File: config.mk
export PLATFORM = sky130hd
export DESIGN_NAME = ysyx_22051145_ifstage
export DESIGN_NICKNAME = d
export VERILOG_FILES = /design/src/rtl/ysyx_22051145_ifstage.sv
export SDC_FILE = /design/constraint.sdc
export NUM_CORES = 1
export LEC_CHECK = 0
export BUFFER_PORTS_ARGS = -buffer_cell sky130_fd_sc_hd__buf_2
export CAP_MARGIN = 20
export CELL_PAD_IN_SITES_DETAIL_PLACEMENT = 1
export CELL_PAD_IN_SITES_GLOBAL_PLACEMENT = 2
export CORE_UTILIZATION = 40
export CTS_CLUSTER_SIZE = 16
export DETAILED_ROUTE_END_ITERATION = 8
export GPL_ROUTABILITY_DRIVEN = 0
export PLACE_DENSITY = 0.95
export SLEW_MARGIN = 10
export SYNTH_ARGS = -nofsm -noshare
export SYNTH_HDL_FRONTEND = slang
export SYNTH_SLANG_ARGS = --single-unit
export TNS_END_PERCENT = 30
File: constraint.sdc
create_clock -name clk -period 9.6 [get_ports clk]
set_input_delay 1.44 -clock clk [delete_from_list [all_inputs] [get_ports clk]]
set_output_delay 1.44 -clock clk [all_outputs]
set_load 0.03 [all_outputs]
File: src/rtl/ysyx_22051145_ifstage.sv
// rtl/ysyx_22051145_ifstage.sv - RV64 instruction-fetch stage with a 2-entry fetch buffer
// Optional feature macro: IF_MISALIGN_EXC_EN (misaligned redirect targets become exception entries).
module ysyx_22051145_ifstage #(
    parameter logic [63:0] RESET_PC = 64'h8000_0000
) (
    input  logic        clk,
    input  logic        rst_n,
    output logic        req_valid,
    output logic [63:0] req_addr,
    input  logic        req_ready,
    input  logic        resp_valid,
    input  logic [31:0] resp_inst,
    input  logic        redirect_valid,
    input  logic [63:0] redirect_pc,
    output logic        inst_valid,
    output logic [31:0] inst_o,
    output logic [63:0] pc_o,
    output logic        exc_o,
    input  logic        inst_ready
);

    localparam logic [31:0] NOP_INST = 32'h0000_0013;

    logic [63:0] pc;
    logic [1:0]  outstanding;
    logic [1:0]  drop_cnt;
    logic [1:0]  count;
    logic        rd_ptr;
    logic        wr_ptr;
    logic [31:0] fifo_inst [2];
    logic [63:0] fifo_pc   [2];
    logic [63:0] iq_pc     [2];
    logic        iq_rd;
    logic        iq_wr;

    logic [2:0]  occupancy;
    logic        credit;
    logic        fetch_en;
    logic        exc_push;
    logic [63:0] redirect_target;
    logic        req_fire;
    logic        resp_keep;
    logic        push;
    logic        pop;
    logic [31:0] push_inst;
    logic [63:0] push_pc;

    // Every in-flight request owns a FIFO slot, so a response can never overflow the buffer.
    assign occupancy = {1'b0, outstanding} + {1'b0, count};
    assign credit    = occupancy < 3'd2;

`ifdef IF_MISALIGN_EXC_EN
    typedef enum logic [1:0] {S_FETCH, S_EXC_PEND, S_HALT} state_t;

    state_t state;
    state_t state_nxt;
    logic   fifo_exc [2];

    assign redirect_target = redirect_pc;

    always_ff @(posedge clk or negedge rst_n) begin
        if (!rst_n) state <= S_FETCH;
        else        state <= state_nxt;
    end

    always_comb begin
        state_nxt = state;
        fetch_en  = 1'b0;
        exc_push  = 1'b0;
        if (redirect_valid) begin
            state_nxt = (redirect_pc[1:0] != 2'b00) ? S_EXC_PEND : S_FETCH;
        end else begin
            case (state)
                S_FETCH:    fetch_en = 1'b1;
                S_EXC_PEND: if (credit) begin
                    exc_push  = 1'b1;
                    state_nxt = S_HALT;
                end
                S_HALT:     state_nxt = S_HALT;
                default:    state_nxt = S_FETCH;
            endcase
        end
    end

    always_ff @(posedge clk or negedge rst_n) begin
        if (!rst_n) begin
            fifo_exc[0] <= 1'b0;
            fifo_exc[1] <= 1'b0;
        end else if (!redirect_valid && push) begin
            fifo_exc[wr_ptr] <= exc_push;
        end
    end

    assign exc_o = inst_valid & fifo_exc[rd_ptr];
`else
    logic unused_redirect_lsb;

    assign unused_redirect_lsb = ^redirect_pc[1:0];
    assign redirect_target     = {redirect_pc[63:2], 2'b00};
    assign fetch_en            = 1'b1;
    assign exc_push            = 1'b0;
    assign exc_o               = 1'b0;
`endif

    assign req_valid = credit & fetch_en & ~redirect_valid;
    assign req_addr  = pc;
    assign req_fire  = req_valid & req_ready;

    // Responses that were in flight across a redirect are counted off by drop_cnt.
    assign resp_keep = resp_valid & ~redirect_valid & (drop_cnt == 2'd0);
    assign push      = resp_keep | exc_push;
    assign push_inst = exc_push ? NOP_INST : resp_inst;
    assign push_pc   = exc_push ? pc : iq_pc[iq_rd];

    assign inst_valid = (count != 2'd0);
    assign pop        = inst_valid & inst_ready & ~redirect_valid;
    assign inst_o     = inst_valid ? fifo_inst[rd_ptr] : 32'd0;
    assign pc_o       = inst_valid ? fifo_pc[rd_ptr] : 64'd0;

    always_ff @(posedge clk or negedge rst_n) begin
        if (!rst_n) begin
            pc          <= RESET_PC;
            outstanding <= 2'd0;
            drop_cnt    <= 2'd0;
            count       <= 2'd0;
            rd_ptr      <= 1'b0;
            wr_ptr      <= 1'b0;
            iq_rd       <= 1'b0;
            iq_wr       <= 1'b0;
            for (int i = 0; i < 2; i++) begin
                fifo_inst[i] <= 32'd0;
                fifo_pc[i]   <= 64'd0;
                iq_pc[i]     <= 64'd0;
            end
        end else begin
            if (redirect_valid)  pc <= redirect_target;
            else if (req_fire)   pc <= pc + 64'd4;

            outstanding <= outstanding + {1'b0, req_fire} - {1'b0, resp_valid};

            if (req_fire) begin
                iq_pc[iq_wr] <= pc;
                iq_wr        <= ~iq_wr;
            end
            if (resp_valid) iq_rd <= ~iq_rd;

            if (redirect_valid)
                drop_cnt <= outstanding - {1'b0, resp_valid};
            else if (resp_valid && drop_cnt != 2'd0)
                drop_cnt <= drop_cnt - 2'd1;

            if (redirect_valid) begin
                count  <= 2'd0;
                rd_ptr <= 1'b0;
                wr_ptr <= 1'b0;
            end else begin
                if (push) begin
                    fifo_inst[wr_ptr] <= push_inst;
                    fifo_pc[wr_ptr]   <= push_pc;
                    wr_ptr            <= ~wr_ptr;
                end
                if (pop) rd_ptr <= ~rd_ptr;
                count <= count + {1'b0, push} - {1'b0, pop};
            end
        end
    end

endmodule

==> flow_summary_export.csv <==
group,metric,value,unit
die,io_pins,265,
synthesis,async_flop_share,100.0,%
clock_tree,cts_setup_buffers,0,
drt,first_pass_iters,5,
synthesis,yosys_warnings,0,
min_path,worstHoldPathType,"reg2reg",
synthesis,synth-xor-area-share,2.379,%
setup_path,cpPeakStageDelay,0.84,ns
timing,clock_skew,0.01395,ns
setup_path,required,8.16,ns
setup_path,end_kind,"output port",
synthesis,synth_area_leader_cell,"dfrtp_1",
power_and_ir_drop,p_leak,0.009385,uW
synthesis,yosysSeqAreaShare,54.39,%
timing,finalSetupViolCount,0,
drt,drc,0,
die,rows,76,
grt,grt_pass1_wl,80.18,mm
timing,fin_tns_setup,0,ns
clock_tree,cts_resized,0,
timing,fmaxAchievable,217.2,MHz
die,start_util,40.75,%
grt,grt_max_degree,171,
timing,hold_viol_final,0,
finish,finish.instance_area,20840,um2
run_status,outcome,"finished, final reports clean",
synthesis,synth-simple-area-share,12.49,%
synthesis,synth.avg_cell_area,11.05,um2
synthesis,synth_top_family_by_area,"multiplexers",
clock_tree,clk_pin_slew,0.05,ns
synthesis,muxShareOfSynthArea,21.32,%
timing,max_slew_margin,22.36,%
finish,final_common_cell,"dfrtp_1",
finish,final_cell_mix,"dfrtp_1, buf_2, mux2_2",
synthesis,synthFlopType,"dfrtp_1",
clock_tree,htreeDepth,2,
die,fp.dieW,212.2,um
clock_tree,cts_buffers,43,
grt,grt-ovfl-total,0,
drt,drt_iter0_drc,601,
drt,antenna_left,0,
synthesis,synthTopCellsByArea,"dfrtp_1, mux2_2, mux2i_1",
setup_path,path_class,"reg2out",
timing,min_period_over_period,47.96,%
die,die_h,212.2,um
finish,fillerInstances,4768,
drt,vias,13100,
synthesis,synth-seq-cells,384,
synthesis,synth_compound_gate_area_share,6.019,%
power_and_ir_drop,irDropWorstVdd,114.2,uV
setup_path,arrival,3.16,ns
finish,drive_gt1_share,29.27,%
clock_tree,clockBufferDepth,3,
clock_tree,clk_latency,0.56,ns
place,dpl.hpwl,32.59,mm
finish,syn2layout_area_growth,17.93,%
grt,grt_usage,23.06,%
setup_path,critPathLaunchType,"register",
clock_tree,clock-root-buffer,"clkbuf_16",
synthesis,synth_fa_ha_area_share,0.6090,%
setup_path,cp_max_fo,55,
synthesis,syn_inst,1599,
synthesis,synth-edff-count,0,
drt,viasPerCell,5.403,
synthesis,synth_top_area_share,54.24,%
grt,antenna_found_initial,4,
drt,wl_per_cell,20.98,um
die,core-area,43360,um2
power_and_ir_drop,power.density,298.9,nW/um2
timing,slew_violations,0,
die,die_area,45020,um2
timing,tightestPinTransition,1.165,ns
drt,wirelength,50.87,mm
timing,rsz0062_at_grt,"no",
clock_tree,cts_tree,"built",
clock_tree,clock_sinks,384,
place,place.port_buffers,257,
grt,grt_pass1_vias,14390,
timing,min_period,4.604,ns
setup_path,crit_chain,"nor2_4 -> buf_4 -> nor2_1 -> buf_2",
synthesis,synth_cell_type_count,46,
run,cap_violations,0,
setup_path,crit_slowest_cell,"nor2_4",
synthesis,synth_area,17670,um2
clock_tree,hold_buffers,0,
place,place_area,19450,um2
finish,fin_nets,1917,
## final timing paths
check                                   startpoint                  endpoint  slack (ns)  depth (start not counted)
min                        fifo_pc[12]$_DFFE_PN0P_   fifo_pc[12]$_DFFE_PN0P_        0.48                          2
max reg2reg                     count[0]$_DFF_PN0_  req_addr[57]$_DFFE_PN0P_        5.85                          7
min reg2reg                fifo_pc[12]$_DFFE_PN0P_   fifo_pc[12]$_DFFE_PN0P_        0.48                          2
max in group asynchronous                    rst_n    iq_pc[110]$_DFFE_PN0P_        6.65                          3
min in group asynchronous                    rst_n  fifo_inst[8]$_DFFE_PN0P_        0.85                          1
max                             count[1]$_DFF_PN0_                  pc_o[24]        5.00                          4
## cells by family (layout without fill, tap and decap cells)
logic type | count (synthesis) | in the layout
AO/OA/AOI/OAI | 198 | 198
XOR/XNOR | 48 | 48
adder cells (fa/ha/maj) | 8 | 8
buffers and inverters | 125 | 360
flip-flops | 384 | 384
multiplexers | 353 | 353
other | 1 | 7
AND/OR/NAND/NOR | 482 | 482
## cell usage after synthesis, drive strengths merged, types with 21 or more instances
master,n
nor2,187
xnor2,32
nor4,21
nand3,28
mux2i,166
mux2,187
dfrtp,383
a21oi,63
clkbuf,83
buf,31
nand2,148
o21ai,108
nand4,29
## flip-flops by register name (all words and copies together), names as in the netlist, 2 cells and up
register	cells
count	2
drop_cnt	2
fifo_inst	64
fifo_pc	124
iq_pc	124
outstanding	2
req_addr	62
## worst max-delay path, delay by kind of cell (launching register included)
family / cells / cell delay (ns)
DFF: 1 / 0.45
buffers and inverters: 2 / 1.05
and+or+nand+nor: 2 / 1.05
## area by class of cell
type	instances	area [um2]	share of cell area (%)
flip-flops and latches	384	9618	46.16
clock buffers	61	1204	5.776
well taps	585	732.0	3.513
repair buffers	273	1431	6.869
clock inverters	15	181.4	0.8707
inverters	11	41.29	0.1982
diodes	2	5.005	0.02402
multi-input cells	1094	7625	36.59
## layer usage
| metal | share of wire [%] | vias up | track usage (%) | wire [um] |
|---|---|---|---|---|
| li1 | - | 5984 | - | - |
| met3 | 5.3 | 77 | 4.535 | 2712 |
| met4 | 2.3 | 4 | 7.746 | 1146 |
| met1 | 43 | 6732 | 28.72 | 21640 |
| met5 | 0.055 | - | 0 | 28 |
| met2 | 50 | 306 | 39.90 | 25350 |
## stage by stage
step,instances,total power (uW),worst slack (ns),util [%],hold WS (ns)
final,2425,6229,4.996,48.06,0.4762
after CTS,2423,6312,4.842,48.04,0.4826
after floorplan,1603,3995,5.210,-,0.4496
after detailed placement,2347,4632,5.077,44.85,0.4699
after global routing,2425,6594,4.788,48.06,0.5088
after global placement,2347,4478,5.094,44.85,0.4613
## report_power, final
group / switching (uW) / total [uW] / internal [uW]
Sequential: 435 / 2660 / 2230
Combinational: 1090 / 1930 / 844
Clock: 656 / 1630 / 979
Power figures use the tool's default switching activity.
